[src/rtl/cpu_pkg.sv]
// Shared definitions for the instruction-fetch front end.
//   fetch_state_t : fetch sequencer FSM encoding (IDLE=0, RUN=1, HALT=2)
//   DEPTH_DEFAULT : default instruction ROM word count
//   NOP_INSTR     : instruction word held in IF/ID while it is empty
//   sat_inc32     : saturating +1 for 32-bit event counters
package cpu_pkg;

    typedef enum logic [1:0] {
        ST_IDLE = 2'd0,
        ST_RUN  = 2'd1,
        ST_HALT = 2'd2
    } fetch_state_t;

    localparam int          DEPTH_DEFAULT = 32;
    localparam logic [31:0] NOP_INSTR     = 32'h0000_0000;

    function automatic logic [31:0] sat_inc32(input logic [31:0] v);
        return (v == 32'hFFFF_FFFF) ? v : v + 32'd1;
    endfunction

endpackage

[src/rtl/fetch_seq_ctrl_if_id_reg.sv]
// IF/ID pipeline register: captures a fetched instruction and its word
// address on load, drops the valid flag on flush, otherwise holds.
// Flush has priority over load. Reset is asynchronous, so the entry is
// discarded the moment rst_n falls.
// Ports:
//   clk, rst_n       : clock, async active-low reset
//   load, flush      : capture new entry / invalidate entry
//   instr_d, pc_d    : entry to capture
//   instr, pc, valid : registered entry
module if_id_reg
    import cpu_pkg::*;
#(
    parameter int N = 32
) (
    input  logic         clk,
    input  logic         rst_n,
    input  logic         load,
    input  logic         flush,
    input  logic [N-1:0] instr_d,
    input  logic [N-1:0] pc_d,
    output logic [N-1:0] instr,
    output logic [N-1:0] pc,
    output logic         valid
);

    always_ff @(posedge clk or negedge rst_n) begin
        if (!rst_n) begin
            instr <= N'(NOP_INSTR);
            pc    <= '0;
            valid <= 1'b0;
        end else if (flush) begin
            valid <= 1'b0;
        end else if (load) begin
            instr <= instr_d;
            pc    <= pc_d;
            valid <= 1'b1;
        end
    end

endmodule

[src/rtl/fetch_seq_ctrl.sv]
// Instruction fetch sequencer: owns the program counter and the
// IDLE/RUN/HALT control FSM, reads a combinational word-addressed ROM and
// feeds the IF/ID register (sub-module if_id_reg).
// Optional feature: define FETCH_PERF_EN to enable saturating fetch/stall
// event counters; when undefined both counter ports are tied to 0.
// Ports:
//   clk, rst_n                   : clock, async active-low reset
//   start, halt_req              : begin/resume fetching, stop fetching
//   id_ready                     : decode consumes the IF/ID entry
//   redirect_valid, redirect_pc  : branch/jump target (word address)
//   rom_addr, rom_instr          : ROM read port (rom_addr = pc)
//   if_id_instr/pc/valid         : IF/ID register outputs
//   busy, state, addr_err        : status (addr_err sticky until reset)
//   fetch_count, stall_count     : performance counters
module fetch_seq_ctrl
    import cpu_pkg::*;
#(
    parameter int N        = 32,
    parameter int DEPTH    = DEPTH_DEFAULT,
    parameter int RESET_PC = 0
) (
    input  logic         clk,
    input  logic         rst_n,
    input  logic         start,
    input  logic         halt_req,
    input  logic         id_ready,
    input  logic         redirect_valid,
    input  logic [N-1:0] redirect_pc,
    output logic [N-1:0] rom_addr,
    input  logic [N-1:0] rom_instr,
    output logic [N-1:0] if_id_instr,
    output logic [N-1:0] if_id_pc,
    output logic         if_id_valid,
    output logic         busy,
    output logic [1:0]   state,
    output logic         addr_err,
    output logic [31:0]  fetch_count,
    output logic [31:0]  stall_count
);

    // One extra bit so DEPTH == 2**N still compares correctly.
    localparam logic [N:0]   DEPTH_EXT = (N+1)'(DEPTH);
    localparam logic [N-1:0] LAST_PC   = N'(DEPTH - 1);
    localparam logic [N-1:0] START_PC  = N'(RESET_PC);

    fetch_state_t state_q, state_d;
    logic [N-1:0] pc_q, pc_d;
    logic         addr_err_q, addr_err_d;
    logic         load, flush;
    logic         redirect_bad;
    logic [N-1:0] pc_next_seq;

    assign redirect_bad = redirect_valid && ({1'b0, redirect_pc} >= DEPTH_EXT);
    assign pc_next_seq  = (pc_q == LAST_PC) ? '0 : pc_q + N'(1);

    always_ff @(posedge clk or negedge rst_n) begin
        if (!rst_n) begin
            state_q    <= ST_IDLE;
            pc_q       <= START_PC;
            addr_err_q <= 1'b0;
        end else begin
            state_q    <= state_d;
            pc_q       <= pc_d;
            addr_err_q <= addr_err_d;
        end
    end

    always_comb begin
        state_d    = state_q;
        pc_d       = pc_q;
        addr_err_d = addr_err_q;
        load       = 1'b0;
        flush      = 1'b0;
        case (state_q)
            ST_IDLE: begin
                if (start) begin
                    state_d = ST_RUN;
                    pc_d    = START_PC;
                end
            end
            ST_RUN: begin
                if (redirect_valid) begin
                    // Redirect overrides both load and stall.
                    flush = 1'b1;
                    if (redirect_bad) begin
                        addr_err_d = 1'b1;
                        state_d    = ST_HALT;
                    end else begin
                        pc_d = redirect_pc;
                    end
                end else begin
                    load = !if_id_valid || id_ready;
                    if (load) pc_d = pc_next_seq;
                end
                if (halt_req) state_d = ST_HALT;
            end
            ST_HALT: begin
                if (redirect_valid) begin
                    flush = 1'b1;
                    if (redirect_bad) addr_err_d = 1'b1;
                    else              pc_d       = redirect_pc;
                end else if (if_id_valid && id_ready) begin
                    // Decode drains the held entry; nothing replaces it.
                    flush = 1'b1;
                end
                if (start && !halt_req && !addr_err_q && !redirect_bad)
                    state_d = ST_RUN;
            end
            default: state_d = ST_IDLE;
        endcase
    end

    if_id_reg #(.N(N)) u_if_id (
        .clk     (clk),
        .rst_n   (rst_n),
        .load    (load),
        .flush   (flush),
        .instr_d (rom_instr),
        .pc_d    (pc_q),
        .instr   (if_id_instr),
        .pc      (if_id_pc),
        .valid   (if_id_valid)
    );

    assign rom_addr = pc_q;
    assign busy     = (state_q == ST_RUN);
    assign state    = state_q;
    assign addr_err = addr_err_q;

`ifdef FETCH_PERF_EN
    logic [31:0] fetch_cnt_q, stall_cnt_q;
    logic        stall_ev;

    // A redirect cycle is neither a fetch nor a stall.
    assign stall_ev = (state_q == ST_RUN) && !load && !redirect_valid;

    always_ff @(posedge clk or negedge rst_n) begin
        if (!rst_n) begin
            fetch_cnt_q <= '0;
            stall_cnt_q <= '0;
        end else begin
            if (load)     fetch_cnt_q <= sat_inc32(fetch_cnt_q);
            if (stall_ev) stall_cnt_q <= sat_inc32(stall_cnt_q);
        end
    end

    assign fetch_count = fetch_cnt_q;
    assign stall_count = stall_cnt_q;
`else
    assign fetch_count = 32'd0;
    assign stall_count = 32'd0;
`endif

endmodule

[config.mk]
export PLATFORM = sky130hd
export DESIGN_NAME = fetch_seq_ctrl
export DESIGN_NICKNAME = d
export VERILOG_FILES = /design/src/rtl/cpu_pkg.sv /design/src/rtl/fetch_seq_ctrl_if_id_reg.sv /design/src/rtl/fetch_seq_ctrl.sv
export SDC_FILE = /design/constraint.sdc
export NUM_CORES = 1
export LEC_CHECK = 0
export CAP_MARGIN = 20
export CORE_UTILIZATION = 25
export DETAILED_ROUTE_END_ITERATION = 8
export GPL_TIMING_DRIVEN = 0
export PLACE_DENSITY = 0.54
export SLEW_MARGIN = 25
export SYNTH_ARGS = -nofsm -noshare
export SYNTH_HDL_FRONTEND = slang
export SYNTH_SLANG_ARGS = --single-unit
[constraint.sdc]
create_clock -name clk -period 2.2 [get_ports clk]
set_input_delay 0.44 -clock clk [delete_from_list [all_inputs] [get_ports clk]]
set_output_delay 0.44 -clock clk [all_outputs]
set_load 0.005 [all_outputs]
; ---- After elaboration in Yosys (flattened, before gate mapping)
; Index checks and enable logic that the tools add are counted.
; W data, S select, Z words.
[op_classes]
addsub = 1
order_cmp = 1
eq_ne = 9
n_mux = 21
bitwise_logic = 1
reduce_logical = 18
[op_table]
columns = cell, n
row1 = $mux W32, 6
row2 = $pmux W32 S3, 1
row3 = $add A32 B1 Y32 const B, 1
row4 = $eq A32 B5 Y1 const B, 1
row5 = $ge A32 B6 Y1 const B, 1
row6 = $mux W2, 5
row7 = $reduce_and A4 Y1, 2
row8 = $mux W1, 7
row9 = $ne A2 B2 Y1 const B, 3
row10 = $ne A3 B2 Y1 const B, 2
row11 = $pmux W2 S3, 1
row12 = $logic_and A1 B1 Y1, 5
row13 = $logic_not A1 Y1, 4
row14 = $ne A3 B3 Y1 const B, 1
row15 = $reduce_and A3 Y1, 1
row16 = $reduce_bool A3 Y1, 1
row17 = $eq A2 B1 Y1 const B, 1
row18 = $eq A2 B2 Y1 const B, 1
row19 = $logic_not A2 Y1, 1
row20 = $pmux W1 S2, 1
row21 = $reduce_and A2 Y1, 1
row22 = $reduce_bool A2 Y1, 1
row23 = $reduce_or A2 Y1, 1
row24 = $logic_or A1 B1 Y1, 1
row25 = $not A1 Y1, 1
[word_totals]
regBits = 100
inputBits = 70
output_inout_bits = 165

; ---- Depth between registers and ports, before layout
[logic_depth]
word_depth = 6
ltp_mapped = 9
depth_no_buf = 8

; ---- By module
; Synthesis repeated with hierarchy kept, for this count alone.
[hier_totals]
cells_unflattened = 538
hier_area_um2 = 6077.1
[modules_own_cells]
columns = mod, n_inst, cells_each, area_each_um2, seq_area_each_um2
row1 = fetch_seq_ctrl, 1, 399, 3343.2, 875.8
row2 = if_id_reg, 1, 139, 2733.9, 1626.6

; ---- Worst setup path after synthesis
; Ideal clock, no wire load.
[synth_timing]
path_kind = reg-to-reg
start = register state_q[0] (netlist: state[0])
end = register u_if_id.instr[0]
setup_time_ns = 0.125
t_arrival_ns = 2.301
t_required_ns = 2.075
path_slack_ns = -0.226
stages_incl_launch_ff = 9
path_buffers = 2
cell_sequence = dfrtp_1 inv_1 ha_1 clkbuf_1 nand2_1 nand2_1 a21oi_1 clkbuf_1 mux2_2
[synth_between]
elab_chain_cells = 4
[synth_lines]
columns = item, line_no
row1 = "start, declared", fetch_seq_ctrl.sv:46  ; fetch_state_t state_q, state_d;
row2 = "start signal, assigned", fetch_seq_ctrl.sv:62  ; state_q <= state_d;
row3 = $eq A2 B2 Y1 / $eq A2 B1 Y1 (equally long branches), fetch_seq_ctrl.sv:74  ; case (state_q)
row4 = $pmux W1 S2, fetch_seq_ctrl.sv:74
row5 = $not A1 Y1 (no source line), -
row6 = $reduce_and A2 Y1 (no source line) (*), -
row7 = "end signal, assigned", fetch_seq_ctrl_if_id_reg.sv:28  ; instr <= N'(NOP_INSTR);
row8 = "end signal, assigned", fetch_seq_ctrl_if_id_reg.sv:34  ; instr <= instr_d;
row9 = "end, declared", fetch_seq_ctrl_if_id_reg.sv:21  ; output logic [N-1:0] instr,
; Mark *: on every way between the ends. The rest lies on a longest branch, timed or not.
; A chain may end at the register's enable or synchronous reset.

; ---- Worst setup path in the final report
[layout_timing]
start = register state_q[0] (netlist: state[0])
end = register pc_q[23] (netlist: rom_addr[23])
[layout_between]
elab_chain_cells = 3
[layout_lines]
columns = item, line_no
row1 = "$eq A2 B1 Y1, or another cell as far along", fetch_seq_ctrl.sv:74
row2 = "$ne A3 B2 Y1 (no source line), or another cell as far along", -
row3 = $reduce_and A4 Y1 (no source line), -
row4 = "end signal, assigned", fetch_seq_ctrl.sv:63  ; pc_q <= pc_d;
row5 = "end, declared", fetch_seq_ctrl.sv:47  ; logic [N-1:0] pc_q, pc_d;
; Several ways; a longest one is shown, not always the timed one.

==> results.md <==
- Initial core utilization: 0.257
- Internal power: 0.00571 W
- Flop pwr share: 0.334
- Area Growth Syn to Fin: 62.2%
- CP Data Required Time: about 2.5 ns
- I/O Buffers: 170
- Seq/Total Area, Yosys: 0.458
- Rows: 53
- Final min period: ~2.3 ns
- Failing checks: negative setup slack
- First drt pass iteration count: 4
- Final ANT Viol Nets: 0
- Vias: around 5000
- Die area: roughly 0.022 sq mm
- DR vias/cell: ~4.6
- TritonCTS clock tree: done
- Net load switching power: 0.00298 W
- Number of clock sinks: 100
- Worst Tran Pin Value: slightly above 0.7 ns
- Clock latency on the worst-skew pair: 0.35 ns
- EDFF count, synth: 0
- Post-synthesis compound-gate area fraction: 0.114
- DRT iter0 DRCs: 323
- Clk network pwr share: 0.175
- I/O pins: around 240
- Max-Cap Viols: 0
- Switching Fraction: 0.343
- Yosys top cell area share: 0.458
- Routability Congestion: 0.824
- Max FO, Critical Path: 5
- Register area: roughly 0.0025 sq mm
- Max transition margin: 0.527
- Synth Cell Area: 0.00546 sq mm
- CTS clk-pin slew, worst paths: 0.07 ns
- Num CTS Buffers: 9
- Longest Clk Path Bufs: 2
- Setup crit end kind: flop
- Vias in the first global route: ~4600
- Outcome: complete, but fails checks
- Pwr Density: 981 mW/mm^2
- Post-Synthesis Cells: 512
- Global route overflow: 0
- Top cells by count, synth: dfrtp_1 (100), buf_4 (66), mux2_2 (65)
- Yosys top cell by area: dfrtp_1
- Post-Synth XOR/XNOR Area: 0
- Total power: roughly 0.0087 W
- Combinational power share: 0.491
- Die Span Y: 150 um
- Reg2reg setup slack: -0.10 ns
- H-tree depth: 3
- Syn avg cell area: 10.7 sq um
- Total Nets Final: 872
- DP Wirelength: roughly 13000 um
- Total GRT Usage: 0.158
- Final cycle utilization of the critical path: 1.05
- CP Class: flop to flop
- Clk root buf: clkbuf_16
- Fraction of registers with async set/reset: 1.00
- Pins over their slew limit: 0
- Die Span X: 150 um
- Clock Skew: just under 0.008 ns
- Average wire per standard cell: roughly 17 um
- Initial antenna violation count: 0
- Worst r2r src: state[0]
- Setup TNS: -1.04 ns
- Antenna Cells: 0
- Predominant post-synthesis flop cell: dfrtp_1
- Min-Delay Path Class: input port to asynchronous set/reset pin
- Arrival time worst endpoint: ~2.6 ns
- Most numerous cell in the Yosys netlist: dfrtp_1
- Fraction of layout instances using a drive strength above 1: 0.353
- Final setup viols: 24
- Main combinational cell family by area after synthesis: multiplexers
- WL final: 17900 um
- Fin util: 0.418
- RR Endpoint: rom_addr[23]
- Final Non-Filler Cells: ~1100
- Fin. Hold Viols: 0
- Adder-cell share of the synthesized area: 0.0137
- Post-synth cell types: 50
- Core footprint: 0.0212 sq mm
- Multi-input gate area: ~0.0029 sq mm
- Setup WS post-layout: -0.103 ns
- Global-route wire length before repair: 26900 um
- Largest net degree at the start of global routing: 60
- Post-synthesis mux area share: 0.165
- Drt drc: 0
- LEAKAGE: 3.91 nW
- CP Launch Type: flop
- F_max: about 430 MHz
- RSZ-0062 raised after global routing: true
- Synthesis Warnings: 0
- Reg2reg path depth: 7
- Number of synthesized register bits: 100
- Main area contributors after synthesis: dfrtp_1 (46%), mux2_2 (13%), buf_4 (9.1%)
- FILL cells: 2103
- Pre-CTS setup slack: -1.13 ns
- Post-Synth Simple-Gate Area: 0.134
- Post-Place Cells: 1021
- VDD IR max: 0.429 mV
==> cell type report <==
| type | count | share of cell area |
|---|---|---|
| buffer | 82 | 0.0693 |
| tap | 275 | 0.0388 |
| multi-input combinational | 379 | 0.331 |
| timing repair buffer | 217 | 0.242 |
| sequential | 100 | 0.285 |
| clock inverter | 6 | 0.00466 |
| clock buffer | 10 | 0.0258 |
| inverter | 7 | 0.00325 |
==> registers in the layout, indices dropped and copies added, names as in the netlist <==
name	count
state	2
addr_err	1
rom_addr	32
u_if_id.instr	32
u_if_id.valid	1
u_if_id.pc	32
==> kinds of logic after synthesis <==
family	after synthesis
and+or+nand+nor	135
DFF	100
buffers and inverters	96
AOI/OAI and AO/OA	92
muxes	82
adders and majority gates	6
other	1
==> through the flow <==
step | cell area, sq um | hold slack (ns)
after CTS | 8530 | 0.0964
final | 8860 | 0.0781
after floorplan | 5760 | 0.144
after global routing | 8860 | 0.124
after detailed placement | 7840 | 0.471
after global placement | 7810 | 0.465
==> how the worst max path moves through the flow <==
stage,from,endpoint,slack [ns]
detailed placement,redirect_valid,rom_addr[27],-1.13
global route,state[0],rom_addr[10],-0.15
floorplan,state[0],u_if_id.instr[0],-0.03
global placement,rst_n,state[1],-4.07
finish,state[0],rom_addr[23],-0.10
CTS,state[0],rom_addr[10],-0.08
==> cell usage in the layout (no fill, tap or decap), types with 15 or more instances in the layout <==
cell type,n
dfrtp_1,80
buf_4,102
mux2_2,65
nand3_1,15
o21ai_0,27
mux2i_1,17
clkdlybuf4s50_1,168
dfrtp_2,20
conb_1,64
nand2_1,34
==> metal layers <==
| layer | share of wire | wire length (um) | track usage |
|---|---|---|---|
| met5 | 0 | 0 | 0 |
| met4 | 0.013 | 230 | 0.0369 |
| met3 | 0.075 | 1330 | 0.0378 |
| met2 | 0.48 | 8550 | 0.256 |
| met1 | 0.43 | 7770 | 0.211 |
==> power groups by stage <==
stage                     Combinational, W  Sequential (W)  Clock [W]
final                              0.00427         0.00290    0.00152
after global routing               0.00465         0.00300    0.00165
after CTS                          0.00403         0.00289    0.00159
after detailed placement           0.00364         0.00290          0
after global placement             0.00362         0.00287          0
after floorplan                    0.00173         0.00287          0
==> critical path: stages, from the launching register on <==
cell      delay, ns
dfrtp_2        0.46
ha_4           0.18
and4bb_2       0.25
or4_4          0.53
or2_4          0.30
buf_8          0.15
o32ai_2        0.23
a21o_1         0.13
==> timing repair <==
item	in CTS	in global routing
cloned	2	0
setup endpoints to repair	99	33
buffers inserted	24	20
gates resized for setup	63	52
pin swaps	12	11
hold buffers	0	0
No activity file was read; power rests on OpenSTA's default activity.
